`src/rtl/fifo_pkg.sv`:
```
// Shared async-FIFO helpers: default geometry and Gray/binary pointer conversion,
// used by both the read and write controllers.
package fifo_pkg;

  localparam int unsigned FIFO_DEPTH  = 64;
  localparam int unsigned FIFO_ADDR_W = 6;
  localparam int unsigned GRAY_W      = 32;

  function automatic logic [GRAY_W-1:0] bin2gray(input logic [GRAY_W-1:0] bin);
    return bin ^ (bin >> 1);
  endfunction

  // Each binary bit is the XOR of all Gray bits at and above it.
  function automatic logic [GRAY_W-1:0] gray2bin(input logic [GRAY_W-1:0] gray);
    logic [GRAY_W-1:0] bin;
    bin = gray;
    for (int i = 1; i < int'(GRAY_W); i++) begin
      bin = bin ^ (gray >> i);
    end
    return bin;
  endfunction

endpackage

```
`src/rtl/ptr_sync.sv`:
```
// Two-flop synchronizer for a multi-bit Gray-coded pointer crossing into the
// local clock domain.
module ptr_sync #(
  parameter int unsigned WIDTH = 7
) (
  input  logic             i_clk,
  input  logic             i_rst_n,
  input  logic [WIDTH-1:0] i_d,
  output logic [WIDTH-1:0] o_q
);

  logic [WIDTH-1:0] r_q1;
  logic [WIDTH-1:0] r_q2;

  always_ff @(posedge i_clk or negedge i_rst_n) begin
    if (!i_rst_n) begin
      r_q1 <= '0;
      r_q2 <= '0;
    end else begin
      r_q1 <= i_d;
      r_q2 <= r_q1;
    end
  end

  assign o_q = r_q2;

endmodule

```
`src/rtl/fifo_rd_ctrl.sv`:
```
// Async FIFO read-side controller with first-word-fall-through output.
// Define FIFO_RD_LEVEL_EN to add the r_level port and a level-based r_aempty.
module fifo_rd_ctrl
  import fifo_pkg::*;
#(
  parameter int unsigned DEPTH     = FIFO_DEPTH,
  parameter int unsigned ADDR_W    = FIFO_ADDR_W,
  parameter int unsigned WIDTH     = 32,
  parameter int unsigned AE_THRESH = 4
) (
  input  logic              r_clk,
  input  logic              r_rst_n,
  input  logic [ADDR_W:0]   w_gptr,
  output logic [ADDR_W:0]   r_gptr,
  output logic [ADDR_W-1:0] r_addr,
  output logic              r_valid,
  input  logic [WIDTH-1:0]  r_data,
  output logic [WIDTH-1:0]  out_data,
  output logic              out_valid,
  input  logic              out_ready,
  output logic              r_empty,
`ifdef FIFO_RD_LEVEL_EN
  output logic [ADDR_W:0]   r_level,
`endif
  output logic              r_aempty
);

  localparam int unsigned PTR_W = ADDR_W + 1;

  localparam logic [0:0] ST_IDLE  = 1'b0;
  localparam logic [0:0] ST_VALID = 1'b1;

  if ((DEPTH != (32'd1 << ADDR_W)) || (AE_THRESH > DEPTH)) begin : g_bad_cfg
    $error("fifo_rd_ctrl: DEPTH must equal 2**ADDR_W and AE_THRESH must not exceed DEPTH");
  end

  logic [PTR_W-1:0] w_wq2;
  logic [PTR_W-1:0] r_rbin;
  logic [PTR_W-1:0] w_rbin_nxt;
  logic [0:0]       r_state;
  logic [0:0]       w_state_nxt;

  ptr_sync #(
    .WIDTH (PTR_W)
  ) u_wptr_sync (
    .i_clk   (r_clk),
    .i_rst_n (r_rst_n),
    .i_d     (w_gptr),
    .o_q     (w_wq2)
  );

  assign r_empty    = (r_gptr == w_wq2);
  assign w_rbin_nxt = r_rbin + PTR_W'(1);
  assign r_addr     = r_rbin[ADDR_W-1:0];
  assign out_data   = r_data;
  assign out_valid  = (r_state == ST_VALID);

  always_ff @(posedge r_clk or negedge r_rst_n) begin
    if (!r_rst_n) begin
      r_state <= ST_IDLE;
    end else begin
      r_state <= w_state_nxt;
    end
  end

  // A read is issued only when the output slot is free or being vacated this cycle.
  always_comb begin
    w_state_nxt = r_state;
    r_valid     = 1'b0;
    case (r_state)
      ST_IDLE: begin
        r_valid = !r_empty;
        if (!r_empty) begin
          w_state_nxt = ST_VALID;
        end
      end
      ST_VALID: begin
        r_valid = !r_empty && out_ready;
        if (out_ready && r_empty) begin
          w_state_nxt = ST_IDLE;
        end
      end
      default: begin
        w_state_nxt = ST_IDLE;
      end
    endcase
  end

  always_ff @(posedge r_clk or negedge r_rst_n) begin
    if (!r_rst_n) begin
      r_rbin <= '0;
      r_gptr <= '0;
    end else if (r_valid) begin
      r_rbin <= w_rbin_nxt;
      r_gptr <= PTR_W'(bin2gray(GRAY_W'(w_rbin_nxt)));
    end
  end

`ifdef FIFO_RD_LEVEL_EN
  // Modular subtraction keeps the level correct across pointer wrap.
  assign r_level  = PTR_W'(gray2bin(GRAY_W'(w_wq2))) - r_rbin;
  assign r_aempty = (r_level <= PTR_W'(AE_THRESH));
`else
  assign r_aempty = r_empty;
`endif

endmodule

```
`config.mk`:
```
export PLATFORM = sky130hd
export DESIGN_NAME = fifo_rd_ctrl
export DESIGN_NICKNAME = d
export VERILOG_FILES = /design/src/rtl/fifo_pkg.sv /design/src/rtl/ptr_sync.sv /design/src/rtl/fifo_rd_ctrl.sv
export SDC_FILE = /design/constraint.sdc
export NUM_CORES = 1
export LEC_CHECK = 0
export CORE_MARGIN = 1.5
export CORE_UTILIZATION = 35
export CTS_BUF_LIST = sky130_fd_sc_hd__clkbuf_4 sky130_fd_sc_hd__clkbuf_8
export DETAILED_ROUTE_END_ITERATION = 10
export GPL_TIMING_DRIVEN = 0
export HOLD_SLACK_MARGIN = 0.06
export PLACE_DENSITY_LB_ADDON = 0.08
export SETUP_SLACK_MARGIN = 0.4
export SYNTH_ARGS = -nofsm -noshare
export SYNTH_HDL_FRONTEND = slang
export SYNTH_SLANG_ARGS = --single-unit
```
`constraint.sdc`:
```
create_clock -name r_clk -period 2.85 [get_ports r_clk]
set_clock_uncertainty 0.1 [all_clocks]
set_input_delay 0.4275 -clock r_clk [delete_from_list [all_inputs] [get_ports r_clk]]
set_output_delay 0.4275 -clock r_clk [all_outputs]
set_load 0.05 [all_outputs]
```
Yosys cells after proc, flatten, opt, wreduce, memory -nomap -nowiden
Index checks and enable logic that the tools add are counted.
W data, S select, Z words.

storage, ports and cells
  register bits after elaboration = 29
  bits in latches = 0
  memory bits (writable) = 0
  ROM bits = 0
  input port bits = 42
  output and inout bits = 49
  logic and storage cells = 16
  memories kept = 0

cells by class
  add/subtract/negate cells = 1
  multiply operators = 0
  div/mod/pow operators = 0
  magnitude comparators = 0
  equality and inequality tests = 1
  shift operators = 0
  multiplexer cells = 4
  bitwise logic cells = 2
  reduce and logical (&&, ||, !) cells = 3

operator list
  cell                   number
  $add A7 B1 Y7 const B  1
  $eq A7 B7 Y1           1
  $xor A7 B6 Y7          1
  $pmux W1 S2            2
  $logic_and A1 B1 Y1    2
  $mux W1                2
  $logic_not A1 Y1       1
  $not A1 Y1             1

Logic depth before layout (Yosys ltp)
Gate-level depths: netlist of the first run.

  depth in word-level cells = 4
  mapped depth = 6
  gate-level depth less buffers = 6

Cells and area by module
A second synthesis of the first run with hierarchy kept.

second synthesis, totals
  cells, all modules = 125
  area total of the unflattened synthesis = 1456.4 um2

by module, submodules not included
  module        times used  cells each  area each (um2)  seq. area each (um2)
  fifo_rd_ctrl  1           111         1106.1           350.3
  ptr_sync      1           14          350.3            350.3

Worst setup path before layout of the first run
Ideal clock, no wire load.

  path type = register to output
  start point = reg r_gptr[0]
  end point = out r_empty
  arrival time = 3.030 ns
  data required time = 2.322 ns
  slack = -0.708 ns
  stages on the path, launching flop included = 5
  buffers on the path = 1
  cell sequence = dfrtp_1 -> xnor2_1 -> nand2_1 -> nor4_1 -> buf_4

between the ends
  word-level cells in the longest chain between the ends = 1

ends and longest elaborated chain
  item                    RTL line            text
  start, declared         fifo_rd_ctrl.sv:14  output logic [ADDR_W:0] r_gptr,
  start signal, assigned  fifo_rd_ctrl.sv:95  r_gptr <= PTR_W'(bin2gray(GRAY_W'(w_rbin_nxt)));
  $eq A7 B7 Y1            fifo_rd_ctrl.sv:52  assign r_empty = (r_gptr == w_wq2);
  end, declared           fifo_rd_ctrl.sv:21  output logic r_empty,

Every way passes these cells.

Worst setup path after layout of the first run
  start point = reg r_gptr[1]
  end point = out r_aempty

between the ends
  word-level cells in the longest chain between the ends = 1

ends and longest elaborated chain
  item           RTL line            text
  $eq A7 B7 Y1   fifo_rd_ctrl.sv:52
  end, declared  fifo_rd_ctrl.sv:25  output logic r_aempty

Every way passes these cells.

==> reports/metrics.cfg, run 1 <==
[global_route]
gr-usage-all-layers_pct = 12.1
grt_max_degree = 29
antenna_found_initial = 0
grt_pass1_vias = 930
grt_overflow = 0
grt_pass1_wl_um = 4170

[logic_synthesis]
synthTopCellsByArea = dfrtp_1 (51%), buf_4 (18%), xnor2_1 (9.5%)
syn_inst = 120
yosysTopAreaCellShare_pct = 50.9
ys_seq_elements = 28
ys.flop_type = dfrtp_1
synth_area_mm2 = 0.00138
synth_top_cell_by_area = dfrtp_1
syn_nets = 163
yosysSeqAreaShare_pct = 50.9
ys_types = 18
synth_enable_flop_cells = 0
synth.yosys.warnings = 0
syn_avg_cell_area_um2 = 11.5
ys_async_sr_fraction_pct = 100

[cells_and_area]
seq_area_um2 = 708
n_antenna_cell = 0
multiInputGateArea_um2 = 432
final_cell_mix = clkdlybuf4s50_1 (54), buf_4 (37), dfrtp_1 (22)
final_common_cell = clkdlybuf4s50_1
fin_nets = 230
utilization_pct = 57.6
fillCellCount = 336
synthToLayoutAreaGrowth_pct = 55.6
layout-drive-gt1-share_pct = 31.7

[floorplanning]
io_pins = 91
core_mm2 = 0.00372
dieArea_mm2 = 0.00432
start_util_pct = 37.0
std_cell_rows = 22
die_h_um = 65.7
chipWidth_um = 65.7

[route]
drc_errors = 0
post_drt_wl_per_cell_um = 11.2
vias = 990
drtIter0Drc = 16
wl_um = 2630
firstDrtPassIters = 4
viasPerCell = 4.23
detail-route-antenna-nets = 0

[placed_design]
dp_slack_ns = -0.117
gp_congestion = 0.702
place_hpwl_um = 2040
portBuffers = 58

[worst_setup_path]
endpoint_kind = primary output
cp.arrival_ns = 1.80
critPathRequiredTime_ns = 2.32
crit_path_max_fanout = 3
cp-start-kind = register
path_class = reg2out

[clock_tree]
cts_root_buf = clkbuf_8
cts_made_buffers = 3
clk-insertion-delay-late_ns = 0.27
htreeDepth = 1
path_clk_slew_ns = 0.09
clock-sinks = 28
ctsHoldBuffers = 0
clockBufferDepth = 2
cts_tree = built

[timing]
slew_headroom_pct = 60.3
max_freq_mhz = 430
setup_slack_ns = 0.526
finalSetupTns_ns = 0
finalSetupViolCount = 0
period_share_pct = 81.6
rsz0062_at_grt = no
hold_viol_final = 0
slew_violations = 0
period_needed_ns = 2.32
worstMarginPinSlew_ns = 0.596

[job]
cap_viol_max_count = 0

[power]
p_leak_nw = 0.950
irDropWorstVdd_mv = 0.526
power-per-cell-area_mw_per_mm2 = 1010

[min_path]
hp-class = in2async

[outcome]
outcome = finished clean

## timing repair
item | in CTS | in global routing
pin swaps | 1 | 1
gates resized for setup | 12 | 4
setup endpoints to repair | 3 | 2
hold endpoints to repair | 0 | 0
setup buffers | 1 | 3
cloned | 0 | 0
## stage by stage
stage,hold slack [ns],instances,power (W),instance area (um^2)
after floorplan,0.0319,120,0.00151,1400
after global placement,0.234,226,0.00185,2040
after detailed placement,0.236,226,0.00186,2040
after CTS,0.260,231,0.00218,2120
after global routing,0.0939,234,0.00230,2140
final,0.0505,234,0.00216,2140
## cell families (layout without fill, tap and decap cells)
logic type | count (synthesis) | count (layout) | share of synthesized area (%)
AOI/OAI and AO/OA | 8 | 8 | 4.82
xor gates and xnor gates | 23 | 23 | 14.6
adders and majority gates | 1 | 1 | 0.909
buffers and inverters | 38 | 104 | 19.9
DFF | 28 | 28 | 50.9
muxes | 2 | 2 | 2.18
and+or+nand+nor | 20 | 20 | 6.64
## sequential cells by signal, summed over array words and instances (netlist names)
register and count:
u_wptr_sync.r_q1 7, r_rbin 6, r_gptr 7, u_wptr_sync.o_q 7, out_valid 1
## cells in the mapped netlist (2+ instances only)
| library cell | instances |
|---|---|
| xor2_1 | 8 |
| nor2_1 | 3 |
| buf_4 | 33 |
| xnor2_1 | 15 |
| inv_1 | 4 |
| mux2_4 | 2 |
| dfrtp_1 | 28 |
| nor4_1 | 2 |
| nand3_1 | 4 |
| o21ai_0 | 6 |
| nand2_1 | 8 |
## routing by layer
| layer | share of wire (%) | up-vias | global-route usage, % |
|---|---|---|---|
| met1 | 43 | 463 | 16.8 |
| li1 | - | 483 | - |
| met3 | 6.6 | 2 | 3.42 |
| met5 | 0 | - | 0 |
| met2 | 50 | 42 | 19.4 |
| met4 | 0.61 | 0 | 1.56 |
## power breakdown
| group | internal [W] | switching, W |
|---|---|---|
| clock network | 0.000188 | 0.000115 |
| logic | 0.000492 | 0.000736 |
| registers | 0.000512 | 0.000121 |
| total | 0.00119 | 0.000972 |
## path summary, 6_finish.rpt
path / slack [ns] / cells after the start / to / startpoint
worst max-delay path: 0.53 / 4 / r_aempty / r_gptr[1]$_DFFE_PN0P_
worst min-delay path: 0.05 / 1 / u_wptr_sync.r_q1[5]$_DFF_PN0_ / r_rst_n
worst max register to register: 0.97 / 5 / r_gptr[2]$_DFFE_PN0P_ / r_gptr[3]$_DFFE_PN0P_
worst min register to register: 0.26 / 0 / u_wptr_sync.o_q[3]$_DFF_PN0_ / u_wptr_sync.r_q1[3]$_DFF_PN0_
max in group asynchronous: 2.17 / 1 / r_gptr[6]$_DFFE_PN0P_ / r_rst_n
min in group r_clk: 0.26 / 0 / u_wptr_sync.o_q[3]$_DFF_PN0_ / u_wptr_sync.r_q1[3]$_DFF_PN0_
## worst max-delay path, cell delays in order, from the launching register on
cell             delay [ns]
dfrtp_2                0.43
xnor2_1                0.20
nand3_2                0.15
nor4_4                 0.34
clkdlybuf4s15_2        0.41
## area by class of cell
| class | count | area share (%) |
|---|---|---|
| clock inverters | 1 | 1.40 |
| clock buffers | 3 | 1.93 |
| flip-flops and latches | 28 | 33.1 |
| well taps | 48 | 2.80 |
| inverters | 4 | 0.701 |
| repair buffers | 62 | 27.9 |
| plain buffers | 34 | 12.1 |
| multi-input cells | 54 | 20.2 |
Power figures use the tool's default switching activity.
==> run 2: changes to the inputs <==
--- a/config.mk
+++ b/config.mk
@@ -6,7 +6,7 @@
 export NUM_CORES = 1
 export LEC_CHECK = 0
 export CORE_MARGIN = 1.5
-export CORE_UTILIZATION = 35
+export CORE_UTILIZATION = 33
 export CTS_BUF_LIST = sky130_fd_sc_hd__clkbuf_4 sky130_fd_sc_hd__clkbuf_8
 export DETAILED_ROUTE_END_ITERATION = 10
 export GPL_TIMING_DRIVEN = 0
==> constraint.sdc (replaced) <==
create_clock -name r_clk -period 1.9 [get_ports r_clk]
set_clock_uncertainty 0.1 [all_clocks]
set_input_delay 0.285 -clock r_clk [delete_from_list [all_inputs] [get_ports r_clk]]
set_output_delay 0.285 -clock r_clk [all_outputs]
set_load 0.05 [all_outputs]
==> reports/metrics.cfg, run 2 (synthesis gave the netlist of run 1 again) <==
[timing]
period_needed_ns = 2.10
setup_slack_ns = -0.201
hold_viol_final = 0
finalSetupTns_ns = -0.635
max_freq_mhz = 476
holdWs_ns = 0.255
finalSetupViolCount = 6
period_share_pct = 111
slew_headroom_pct = 58.8
slew_violations = 0
rsz0062_at_grt = yes
worstMarginPinSlew_ns = 0.618

[global_route]
antenna_found_initial = 0
grt_pass1_wl_um = 4620
grt_pass1_vias = 1008
grt_overflow = 0
grt_max_degree = 29
gr-usage-all-layers_pct = 13.8

[route]
drtIter0Drc = 19
wl_um = 3220
viasPerCell = 4.35
vias = 1065
drc_errors = 0
detail-route-antenna-nets = 0
firstDrtPassIters = 4
post_drt_wl_per_cell_um = 13.1

[floorplanning]
std_cell_rows = 23
dieArea_mm2 = 0.00457
start_util_pct = 34.4
io_pins = 91
chipWidth_um = 67.6
die_h_um = 67.6
core_mm2 = 0.00400

[power]
power_frac_clock_pct = 13.4
power-per-cell-area_mw_per_mm2 = 1490
irDropWorstVdd_mv = 0.958
netSwitchingFraction_pct = 46.9
p_leak_nw = 1.10
p_comb_share_pct = 58.5
sequentialPowerShare_pct = 28.0
p_sw_w = 0.00161
power.internal_w = 0.00183

[worst_setup_path]
cp.arrival_ns = 1.72
critPathRequiredTime_ns = 1.51
path_class = reg2out
crit_path_max_fanout = 2
cp-start-kind = register
endpoint_kind = primary output

[cells_and_area]
final_cells = 245
synthToLayoutAreaGrowth_pct = 67.6
utilization_pct = 57.7
final_cell_mix = buf_4 (38), dlygate4sd2_1 (32), dfrtp_1 (21)
layout-drive-gt1-share_pct = 51.3
multiInputGateArea_um2 = 547
seq_area_um2 = 709
n_antenna_cell = 0
fillCellCount = 356
final_common_cell = buf_4
fin_nets = 239

[placed_design]
dp.cells = 228
portBuffers = 58
gp_congestion = 0.755
dp_slack_ns = -0.926
place_hpwl_um = 2290

[job]
cap_viol_max_count = 0

[clock_tree]
cts_root_buf = clkbuf_8
clock-sinks = 28
htreeDepth = 1
clockBufferDepth = 2
clk-insertion-delay-late_ns = 0.27
cts_made_buffers = 3
path_clk_slew_ns = 0.09
cts_tree = built

[min_path]
hp-class = reg2reg

[outcome]
outcome = finished with violations
violations = negative setup slack

run 2: cell types whose count changed in the layout (fill, tap and decap cells not counted), moves of 3 or more:
| cell | before | now |
|---|---|---|
| clkdlybuf4s50_1 | 54 | 8 |
| dlygate4sd2_1 | 0 | 32 |
| buf_2 | 3 | 10 |
| buf_6 | 1 | 8 |
| o21ai_0 | 6 | 1 |
| xnor2_1 | 14 | 9 |
| xnor2_2 | 1 | 6 |
| clkdlybuf4s15_2 | 1 | 5 |
| nand2_1 | 7 | 4 |
| nor2_1 | 3 | 0 |
| nor2_4 | 0 | 3 |
| o21ai_2 | 0 | 3 |
run 2: worst max-delay path, cell delays in order, from the launching register on:
cell	delay [ns]
dfrtp_2	0.44
xnor2_2	0.15
nand2_2	0.12
o41ai_4	0.40
buf_6	0.16
inv_2	0.03
buf_6	0.14
run 2: path summary, 6_finish.rpt:
check,from,endpoint,slack (ns),depth (start not counted)
worst max-delay path,r_gptr[3]$_DFFE_PN0P_,r_valid,-0.20,6
max in group asynchronous,r_rst_n,r_gptr[5]$_DFFE_PN0P_,0.81,2
worst max register to register,r_gptr[3]$_DFFE_PN0P_,r_rbin[1]$_DFFE_PN0P_,-0.05,6
worst min-delay path,u_wptr_sync.r_q1[3]$_DFF_PN0_,u_wptr_sync.o_q[3]$_DFF_PN0_,0.26,0
min in group asynchronous,r_rst_n,u_wptr_sync.o_q[1]$_DFF_PN0_,0.45,2
worst min register to register,u_wptr_sync.r_q1[3]$_DFF_PN0_,u_wptr_sync.o_q[3]$_DFF_PN0_,0.26,0
run 2: what timing repair did:
action	4_1_cts	5_1_grt
setup endpoints to repair	90	19
buffers inserted	9	3
resized for setup	126	22
pin swaps	6	2
hold buffers	0	1
endpoints found under the hold margin	0	28
run 2: cell type report:
| cell class | count | area share [%] |
|---|---|---|
| plain buffers | 34 | 11.4 |
| clock buffers | 3 | 1.79 |
| clock inverters | 1 | 1.30 |
| inverters | 4 | 0.651 |
| multi-input cells | 54 | 23.7 |
| flip-flops and latches | 28 | 30.7 |
| well taps | 50 | 2.71 |
| repair buffers | 71 | 27.7 |
run 2: stage by stage:
stage / cell area [um^2] / power [W]
6_report: 2310 / 0.00344
5_1_grt: 2310 / 0.00363
4_1_cts: 2230 / 0.00338
3_5_place_dp: 2080 / 0.00285
3_3_place_gp: 2080 / 0.00284
2_1_floorplan: 1440 / 0.00233
run 2: layer usage:
metal,track usage [%],routed length [um],up-vias
met2,27.6,1790,64
met4,4.59,32,0
li1,-,-,499
met3,1.83,313,4
met1,14.5,1090,498
met5,0,0,-
run 2: power by group through the flow:
stage                     Clock [W]  Combinational [W]  Sequential [W]
final                      0.000462            0.00201        0.000965
after global routing       0.000502            0.00213        0.000992
after CTS                  0.000478            0.00193        0.000967
after detailed placement          0            0.00186        0.000989
after global placement            0            0.00185        0.000984
after floorplan                   0           0.000897         0.00143
==> edit (flow settings as in run 2) <==
The option `FIFO_RD_LEVEL_EN` is turned on by a define.
--- a/src/rtl/fifo_rd_ctrl.sv
+++ b/src/rtl/fifo_rd_ctrl.sv
@@ -1,5 +1,7 @@
 // Async FIFO read-side controller with first-word-fall-through output.
 // Define FIFO_RD_LEVEL_EN to add the r_level port and a level-based r_aempty.
+`define FIFO_RD_LEVEL_EN
+
 module fifo_rd_ctrl
   import fifo_pkg::*;
 #(
Formal check against the unedited RTL (old outputs only; new: r_level): not equivalent (a bounded check fails within 4 cycles, from zero or initial values and one cycle with r_rst_n low).
==> edit against run 2 <==
- the flow still finishes with violations (setup timing)
- largest power group unchanged
- final area is 29% higher
- non-clock buffer count is 22 higher
- power rose by 62%
- synthesized cell count is 45% higher
- routed wire length grew 43%
- worst setup slack lost 1.8 ns
- via count up 46%
- sequential cell count unchanged
- utilization is 0.33 points higher
- sequential power is 3.7% lower
- global-route usage is 1.5 points higher
- critical endpoint is now r_aempty
- area after synthesis rose by 28%
==> edit: results (changes against run 2) <==
Signal buf overhead - 38.02% (-1.1 points)
First-pass GRT wire length - 7031 µm (+52%)
Netlist cell types - 33 (+15)
Status - finished with violations
Clock sinks - 28 (unchanged)
Critical Path AT - 3.50 ns (+1.78 ns)
Setup-failing EPs final - 23 (+17)
Initial drt markers - 38 (+19)
HPWL Detailed - 3341 µm (+46%)
Layout cells sized above 1 - 47.37% (-3.9 points)
Gr usage total - 15.28% (+1.5 points)
Adder-cell share of the synthesized area - 6.086% (+5.2 points)
Clock network area share - 2.392% (-0.70 points)
Placer Congestion - 0.7814 (+3.5%)
WL/cell - 13.75 µm (+4.6%)
Worst rel slew slack - 58.01% (-0.80 points)
Final setup margin - -1.981 ns (-1.780 ns)
Slowest CP cell - xor3_2
Met3 Use GR - 3.952% (+2.1 points)
Static leakage - 0.001377 µW (+25%)
Vias per inst - 4.637 (+6.7%)
Nets - 317 (+33%)
Placed cells - 309 (+36%)
Vias in the first global route - 1440 (+43%)
Multi-input gates - 97 (+80%)
Setup TNS - -16.31 ns (-15.68 ns)
Failing checks - setup timing
Post-Synth XOR/XNOR Area - 16.56% (+1.9 points)
Worst IR Drop VDD - 0.0009463 V (-1.3%)
CP max FO - 3 (+1)
Post-Syn Instances - 174 (+45%)
Sequential share of the synthesized area - 39.63% (-11 points)
Post-cts resize count - 169 (+34%)
CP delay by family, top - XOR/XNOR gates
Post-CTS Setup Inserts - 13 (+4)
Logic pwr share - 74.8% (+16 points)
Seq pwr share - 16.7% (-11 points)
Filler cell count - 490 (+38%)
Multi-input logic area - 933.4 µm² (+71%)
Port buffer count - 65 (+12%)
Grt met1 use - 16.52% (+2.0 points)
Inverters - 10 (+6)
Post-synthesis compound-gate area fraction - 7.856% (+3.0 points)
Most frequent cells after synthesis - buf_4 (32), dfrtp_1 (28), xnor2_1 (18)
Place WS - -2.468 ns (-1.543 ns)
Largest cells by area after synthesis - dfrtp_1 (40%), buf_4 (14%), xnor2_1 (8.9%)
Met2 Track Usage GR - 28.65% (+1.1 points)
Number of non-clock buffers - 127 (+21%)
Cell Int Power - 2779 µW (+52%)
Detailed-route via count - 1558 (+46%)
Proportion of synthesized area in mux cells - 3.114% (+0.93 points)
Combinational gate power - 4160 µW (+110%)
edit: metrics by stage:
step                      utilization, %  cell area [µm²]
after floorplan                        -             1878
after global placement             50.90             2616
after detailed placement           50.90             2616
after CTS                          55.11             2833
after global routing               58.01             2982
final                              58.01             2982
edit: worst paths after layout:
check	from	end	slack, ns	cells after the start
max reg2reg	u_wptr_sync.o_q[4]	r_gptr[0]	-0.39	10
min	u_wptr_sync.r_q1[1]	u_wptr_sync.o_q[1]	0.25	0
max in group asynchronous	r_rst_n	r_gptr[3]	0.79	2
min in group asynchronous	r_rst_n	r_rbin[4]	0.45	2
min reg2reg	u_wptr_sync.r_q1[1]	u_wptr_sync.o_q[1]	0.25	0
max	u_wptr_sync.o_q[6]	r_aempty	-1.98	13
edit: per-layer routing:
layer  wire length [µm]  share of wire, %
met5                  0                 0
met4                 91               2.0
met3                369               8.0
met2               2409                52
met1               1750                38
